**config.mk**
```make
export PLATFORM = sky130hd
export DESIGN_NAME = apu_frame_sequencer
export DESIGN_NICKNAME = d
export VERILOG_FILES = /design/src/rtl/apu_frame_sequencer.sv
export SDC_FILE = /design/constraint.sdc
export NUM_CORES = 1
export LEC_CHECK = 0
export BUFFER_PORTS_ARGS = -buffer_cell sky130_fd_sc_hd__buf_2
export CAP_MARGIN = 30
export CORE_MARGIN = 3
export CORE_UTILIZATION = 35
export CTS_BUF_LIST = sky130_fd_sc_hd__clkbuf_4
export DETAILED_ROUTE_END_ITERATION = 12
export PLACE_DENSITY = 0.56
export SYNTH_ARGS = -nofsm -noshare
export SYNTH_HDL_FRONTEND = slang
export SYNTH_SLANG_ARGS = --single-unit
export TNS_END_PERCENT = 50
```
**constraint.sdc**
```tcl
create_clock -name clk -period 1.92 [get_ports clk]
set_input_delay 0.096 -clock clk [delete_from_list [all_inputs] [get_ports clk]]
set_output_delay 0.096 -clock clk [all_outputs]
set_load 0.05 [all_outputs]
```
**src/rtl/apu_frame_sequencer.sv**
```systemverilog
// APU frame sequencer: a prescaler produces quarter-frame ticks, and a 4/5-step
// counter decodes them into registered quarter/half/frame enables and a sticky IRQ.
module apu_frame_sequencer #(
  parameter int unsigned CLKRATE    = 1_790_000,
  parameter int unsigned TICK_HZ    = 240,
  parameter int unsigned PRESCALE_W = 14
) (
  input  logic       clk,
  input  logic       rst,
  input  logic       cfg_we,
  input  logic       cfg_mode,
  input  logic       cfg_irq_inhibit,
  input  logic       irq_ack,
  output logic       quarter_en,
  output logic       half_en,
  output logic       frame_en,
  output logic       irq,
  output logic [2:0] step
);

  localparam int unsigned PRESCALE = CLKRATE / TICK_HZ;
  localparam logic [PRESCALE_W-1:0] RELOAD = PRESCALE_W'(PRESCALE - 1);

  typedef enum logic [2:0] {
    STEP0 = 3'd0,
    STEP1 = 3'd1,
    STEP2 = 3'd2,
    STEP3 = 3'd3,
    STEP4 = 3'd4
  } step_e;

  typedef enum logic {
    MODE_4STEP = 1'b0,
    MODE_5STEP = 1'b1
  } mode_e;

  logic [PRESCALE_W-1:0] presc_q, presc_d;
  step_e                 step_q, step_d;
  mode_e                 mode_q, mode_d;
  logic                  inhibit_q, inhibit_d;
  logic                  quarter_q, quarter_d;
  logic                  half_q, half_d;
  logic                  frame_q, frame_d;
  logic                  irq_q, irq_d;
  logic                  tick;
  logic                  irq_set;

  assign tick = (presc_q == '0);

  always_ff @(posedge clk or posedge rst) begin
    if (rst) begin
      presc_q   <= RELOAD;
      step_q    <= STEP0;
      mode_q    <= MODE_4STEP;
      inhibit_q <= 1'b0;
      quarter_q <= 1'b0;
      half_q    <= 1'b0;
      frame_q   <= 1'b0;
      irq_q     <= 1'b0;
    end else begin
      presc_q   <= presc_d;
      step_q    <= step_d;
      mode_q    <= mode_d;
      inhibit_q <= inhibit_d;
      quarter_q <= quarter_d;
      half_q    <= half_d;
      frame_q   <= frame_d;
      irq_q     <= irq_d;
    end
  end

  always_comb begin
    presc_d   = presc_q - PRESCALE_W'(1);
    step_d    = step_q;
    mode_d    = mode_q;
    inhibit_d = inhibit_q;
    quarter_d = 1'b0;
    half_d    = 1'b0;
    frame_d   = 1'b0;
    irq_set   = 1'b0;

    if (cfg_we) begin
      // A write restarts the sequence and swallows any coincident tick.
      presc_d   = RELOAD;
      step_d    = STEP0;
      mode_d    = mode_e'(cfg_mode);
      inhibit_d = cfg_irq_inhibit;
      quarter_d = cfg_mode;
      half_d    = cfg_mode;
    end else if (tick) begin
      presc_d = RELOAD;
      case (step_q)
        STEP0: begin
          quarter_d = 1'b1;
          step_d    = STEP1;
        end
        STEP1: begin
          quarter_d = 1'b1;
          half_d    = 1'b1;
          step_d    = STEP2;
        end
        STEP2: begin
          quarter_d = 1'b1;
          step_d    = STEP3;
        end
        STEP3: begin
          if (mode_q == MODE_4STEP) begin
            quarter_d = 1'b1;
            half_d    = 1'b1;
            frame_d   = 1'b1;
            irq_set   = !inhibit_q;
            step_d    = STEP0;
          end else begin
            step_d    = STEP4;
          end
        end
        STEP4: begin
          quarter_d = 1'b1;
          half_d    = 1'b1;
          frame_d   = 1'b1;
          step_d    = STEP0;
        end
        default: step_d = STEP0;
      endcase
    end

    irq_d = irq_q;
    if (irq_set) begin
      irq_d = 1'b1;
    end else if (irq_ack || (cfg_we && cfg_irq_inhibit)) begin
      irq_d = 1'b0;
    end
  end

  assign quarter_en = quarter_q;
  assign half_en    = half_q;
  assign frame_en   = frame_q;
  assign irq        = irq_q;
  assign step       = step_q;

endmodule

```
==> flow_metrics.tcl, run 1 <==
set metrics [dict create \
    result_of_the_run "finished, final reports clean" \
    power.density_cell_area_mw_per_mm2 708 \
    mappedNetlistArea_sq_mm 0.00112 \
    via_per_inst 4.98 \
    setup_tns_ns 0 \
    core_sq_mm 0.00290 \
    grt_first_pass_wirelength_microns 3760 \
    synth.top_cells.by_area "sky130_fd_sc_hd__dfrtp_1 38%, sky130_fd_sc_hd__dfstp_2 14%, sky130_fd_sc_hd__xnor2_1 5.5%" \
    die_w_microns 62.7 \
    post_synth_num_cell_types 37 \
    synth.largest_area_cell "sky130_fd_sc_hd__dfrtp_1" \
    post_synth_top_area_share_pct 37.9 \
    switching_power_uw 250 \
    ctsRootBufferMaster "sky130_fd_sc_hd__clkbuf_4" \
    report.final.slew_viol_count 0 \
    detail_route.iter0.violations 33 \
    n_antenna_cell 0 \
    grt_start_max_net_pins 15 \
    post-route-drc-count 0 \
    mostFrequentLayoutCells "17 x sky130_fd_sc_hd__dfrtp_1, 15 x sky130_fd_sc_hd__nor2_1, 12 x sky130_fd_sc_hd__buf_2, 7 x sky130_fd_sc_hd__xnor2_1" \
    number_of_ports_placed_on_the_die_boundary 13 \
    post_drt_wl_per_cell_microns 13.1 \
    final.min_clock_period_ns 1.76 \
    worst_clock_skew_ns 0.00144 \
    netlist_instances 106 \
    comb_power_share_pct 14.3 \
    hp_class "primary input to register" \
    timing.critical_path.slowest_cell_delay_ns 0.43 \
    synth_nets 113 \
    globalRouteTotalUtil_pct 11.8 \
    postCtsHoldBufs 1 \
    layout.cells.non_filler 166 \
    slew-limit-headroom_pct 67.9 \
    area.growth.synth_to_final_pct 14.9 \
    critPathRequiredTime_ns 2.16 \
    finish.net_count 132 \
    syn_area_per_cell_sq_um 10.6 \
    final.period_utilization_pct 91.6 \
    crit_path_cell_trace "inv_1 -> ha_1 -> nor4b_4 -> nand4_4 -> or4_1 -> a21oi_1" \
    cts.reportedPaths.clkPinSlew_ns 0.12 \
    register_area_sq_um 583 \
    postSynthRegisterBits 23 \
    clock_tree.htree_level_count 1 \
    cp.buffers_inverters 1 \
    grt.overflow.total 0 \
    antenna_violations_before_repair 0 \
    synth_top_flop_cell "sky130_fd_sc_hd__dfrtp_1" \
    synth_warnings 0 \
    power.internal_uw 664 \
    setup_violations 0 \
    fmax_mhz 568 \
    path_class "register to register" \
    critical_path.top_delay_family "simple AND/OR/NAND/NOR gates" \
    final_hold_vios 0 \
    multi_input_area_sq_um 510 \
    postRouteWirelength_microns 2180 \
    cts.sinks 23 \
    start_util_pct 38.7 \
    timing.critical_path.arrival_ns 2.00 \
    cts-buffers-inserted 3 \
    clock_latency_ns 0.31 \
    maximum_vdd_ir_drop_mv 0.404 \
    wirelength_met1_microns 1140 \
    cellLeakagePower_nw 0.561 \
    post-dp-hpwl_microns 1630 \
    rsz0062_at_grt "false" \
    pwr-share-clk_pct 25.9 \
    dp.cells 161 \
    mostFrequentLayoutCell "sky130_fd_sc_hd__dfrtp_1" \
    grt_pass1_vias 803 \
    port-buffer-count 12 \
    clock_path_buffers 2 \
    post_route_cells_drive_above_1_share_pct 25.8 \
    fp.dieH_microns 62.7 \
    sw_frac_of_total_pct 27.4 \
    cts_tree "built" \
    top_layer_used "met3" \
    max-cap-violations 0 \
    routed-via-count 826 \
    crit_slowest_cell "sky130_fd_sc_hd__dfrtp_1" \
    globalplace.congestion 0.818 \
    wl_met2_microns 956 \
    rows 19 \
    synth-edff-count 0 \
    setup_repair_bufs_after_cts 0 \
    seq_area_frac_synth_pct 51.9 \
    critical_path_peak_fanout 7 \
    die-area_sq_mm 0.00393 \
    p_seq_share_pct 59.7 \
    worstMarginPinSlew_ns 0.479 \
    firstDrtPassIters 4 \
    postRouteAntennaNets 0 \
    met3RoutedLength_microns 88 \
    worstSetupStartpointType "register" \
    fillCellCount 285 \
    async_flop_share_pct 100 \
    worstSetupEndpointType "register" \
    cts_resized 0 \
]
[final timing paths]
path / start / to / slack (ns) / depth (start not counted)
worst min-delay path: cfg_irq_inhibit / inhibit_q / 0.03 / 2
worst min register to register: inhibit_q / irq / 0.47 / 1
max in group asynchronous: rst / presc_q[11] / 1.04 / 4
worst max register to register: presc_q[1] / step[1] / 0.16 / 6
min in group asynchronous: rst / half_en / 0.29 / 3
worst max-delay path: presc_q[1] / step[1] / 0.16 / 6
[power by group through the flow]
stage | combinational [mW] | sequential (mW) | clock, mW
after floorplan | 0.0868 | 0.553 | 0
after global placement | 0.127 | 0.553 | 0
after detailed placement | 0.131 | 0.554 | 0
after CTS | 0.133 | 0.545 | 0.249
after global routing | 0.148 | 0.550 | 0.275
final | 0.131 | 0.546 | 0.237
[state kept, by name, indices dropped and copies added, names as in the netlist]
signal      flops
presc_q        14
half_en         1
mode_q          1
frame_en        1
inhibit_q       1
quarter_en      1
irq             1
step            3
[worst reg2reg max path: cells and delay by family (launching register included)]
kind,cells,cell delay [ns]
AND/OR/NAND/NOR,3,0.88
adder cells (fa/ha/maj),1,0.19
flip-flops,1,0.43
buffers and inverters,1,0.08
AO/OA/AOI/OAI,1,0.13
[Yosys cell counts, types with 2 or more instances]
cell                       count
sky130_fd_sc_hd__dfrtp_1      17
sky130_fd_sc_hd__nor2_1       15
sky130_fd_sc_hd__xnor2_1       7
sky130_fd_sc_hd__dfstp_2       6
sky130_fd_sc_hd__inv_1         6
sky130_fd_sc_hd__nand2_1       6
sky130_fd_sc_hd__a21oi_1       5
sky130_fd_sc_hd__o21ai_0       4
sky130_fd_sc_hd__nand2b_1      3
sky130_fd_sc_hd__nand3_1       3
sky130_fd_sc_hd__and4bb_2      2
sky130_fd_sc_hd__clkbuf_1      2
sky130_fd_sc_hd__nor2b_1       2
sky130_fd_sc_hd__nor3_1        2
sky130_fd_sc_hd__nor4_1        2
sky130_fd_sc_hd__or4_1         2
sky130_fd_sc_hd__xor2_1        2
[per-stage QoR]
stage                     hold slack (ns)  utilization [%]  instance area (sq um)  power, mW  worst slack (ns)
after floorplan                    0.0935                -                   1120      0.640             0.179
after global placement             0.0755             43.1                   1250      0.681             0.208
after detailed placement           0.0882             43.1                   1250      0.685             0.180
after CTS                          0.0165             44.5                   1290      0.926             0.152
after global routing               0.0131             44.5                   1290      0.973            0.0506
final                              0.0277             44.5                   1290      0.914             0.161
[per-layer routing]
| layer | global-route usage [%] | up-vias |
|---|---|---|
| met5 | 0 | - |
| met4 | 1.65 | 0 |
| met3 | 3.24 | 0 |
| met2 | 17.0 | 22 |
| met1 | 17.8 | 399 |
| li1 | - | 405 |
[logic make-up after synthesis]
logic type | synth area share, %
muxes | 1.89
xor gates and xnor gates | 7.02
AOI/OAI and AO/OA | 10.2
buffers and inverters | 2.67
DFF | 51.9
adders and majority gates | 1.11
and+or+nand+nor | 25.2
[layout make-up]
| class | instances | area share (%) |
|---|---|---|
| multi-input cells | 75 | 39.5 |
| inverters | 6 | 1.74 |
| repair buffers | 16 | 7.17 |
| clock buffers | 4 | 2.33 |
| flip-flops and latches | 23 | 45.2 |
| well taps | 42 | 4.07 |
Note: power is estimated with default switching activity, not from simulation.
==> run 2: changes to the inputs <==
Settings changed: PLACE_DENSITY 0.56 to not set.
==> flow_metrics.tcl, run 2 (same netlist as run 1, synthesis figures left out) <==
set metrics [dict create \
    post_drt_wl_per_cell_microns 12.8 \
    antenna_violations_before_repair 0 \
    clock_tree.htree_level_count 1 \
    die_w_microns 62.7 \
    post-route-drc-count 0 \
    routed-via-count 811 \
    hold_slack_ns 0.0307 \
    worstSetupEndpointType "register" \
    worstMarginPinSlew_ns 0.498 \
    firstDrtPassIters 4 \
    globalRouteTotalUtil_pct 12.8 \
    cellLeakagePower_nw 0.561 \
    crit_slowest_cell "sky130_fd_sc_hd__nor4_2" \
    rows 19 \
    die-area_sq_mm 0.00393 \
    power.density_cell_area_mw_per_mm2 701 \
    via_per_inst 4.89 \
    grt_pass1_vias 810 \
    grt_first_pass_wirelength_microns 4000 \
    n_antenna_cell 0 \
    globalplace.congestion 0.793 \
    timing.critical_path.arrival_ns 2.01 \
    result_of_the_run "finished, final reports clean" \
    max-cap-violations 0 \
    final.period_utilization_pct 92.0 \
    setup_tns_ns 0 \
    clock_path_buffers 2 \
    worstSetupStartpointType "register" \
    start_util_pct 38.7 \
    setup_repair_bufs_after_cts 0 \
    postRouteAntennaNets 0 \
    post-dp-hpwl_microns 1560 \
    setup_violations 0 \
    timing.critical_path.slowest_cell_delay_ns 0.52 \
    hp_class "primary input to register" \
    finish.net_count 132 \
    fp.dieH_microns 62.7 \
    crit_path_cell_trace "nor4_2 -> nand4_4 -> or4_1 -> a21oi_1" \
    ctsRootBufferMaster "sky130_fd_sc_hd__clkbuf_4" \
    post-route-util_pct 44.5 \
    cts_tree "built" \
    critPathRequiredTime_ns 2.16 \
    grt_start_max_net_pins 24 \
    final_hold_vios 0 \
    fmax_mhz 566 \
    postRouteWirelength_microns 2130 \
    core_sq_mm 0.00290 \
    mostFrequentLayoutCells "17 x sky130_fd_sc_hd__dfrtp_1, 15 x sky130_fd_sc_hd__nor2_1, 12 x sky130_fd_sc_hd__buf_2, 7 x sky130_fd_sc_hd__xnor2_1" \
    slew-limit-headroom_pct 66.5 \
    rsz0062_at_grt "false" \
    grt.overflow.total 0 \
    area.growth.synth_to_final_pct 14.9 \
    largest_register_ffs 14 \
    maximum_vdd_ir_drop_mv 0.388 \
    power.total_uw 905 \
    cts.reportedPaths.clkPinSlew_ns 0.12 \
    regMostFlops "presc_q" \
    cts.sinks 23 \
    report.final.slew_viol_count 0 \
    final.min_clock_period_ns 1.77 \
    path_class "register to register" \
    post_route_cells_drive_above_1_share_pct 25.8 \
    cts-buffers-inserted 3 \
    clock_latency_ns 0.31 \
    detail_route.iter0.violations 32 \
    port-buffer-count 12 \
    number_of_ports_placed_on_the_die_boundary 13 \
    mostFrequentLayoutCell "sky130_fd_sc_hd__dfrtp_1" \
    worst_clock_skew_ns 0.00393 \
    critical_path_peak_fanout 7 \
]
run 2: cell counts in the layout (fill, tap and decap cells not counted):
No cell type changed its count.
run 2: through the flow:
| stage | std cells | instance area, sq um | setup slack (ns) |
|---|---|---|---|
| finish | 166 | 1290 | 0.154 |
| global route | 166 | 1290 | 0.0118 |
| CTS | 166 | 1290 | 0.147 |
| detailed placement | 161 | 1250 | 0.185 |
| global placement | 161 | 1250 | 0.227 |
| floorplan | 106 | 1120 | 0.179 |
run 2: worst max-delay path, delay by kind of cell, from the launching register on:
family             cells  cell delay, ns
DFF                    1            0.44
AOI/OAI and AO/OA      1            0.13
and+or+nand+nor        3            1.13
run 2: cell type report:
class / instances / area [sq um]
fillers: 284 / 1610
inverters: 6 / 22.5
clock buffers: 4 / 30.0
repair buffers: 16 / 92.6
multi-input cells: 75 / 510
flip-flops and latches: 23 / 583
well taps: 42 / 52.6
run 2: final timing paths:
kind,from,end,slack (ns),cells after the start
worst max register to register,presc_q[9],step[1],0.15,4
worst min-delay path,cfg_irq_inhibit,inhibit_q,0.03,2
min in group asynchronous,rst,presc_q[2],0.35,4
worst min register to register,inhibit_q,irq,0.48,1
max in group asynchronous,rst,presc_q[11],1.29,4
worst max-delay path,presc_q[9],step[1],0.15,4
run 2: layer usage:
metal  track usage (%)  share of wire (%)  up-vias
li1                  -                  -      407
met1              17.3                 50      385
met2              19.4                 44       14
met3              3.60                4.1        5
met4              4.41                1.2        0
met5                 0                  0        -
run 2: power by group:
group          switching, mW  internal (mW)  total, mW
sequential            0.0312          0.513      0.544
clock                  0.139         0.0953      0.234
combinational         0.0714         0.0559      0.127
total                  0.241          0.664      0.905
run 2: timing repair:
item                      4_1_cts  5_1_grt
hold endpoints to repair       17        0
resized for setup               0        0
hold buffers                    1        0
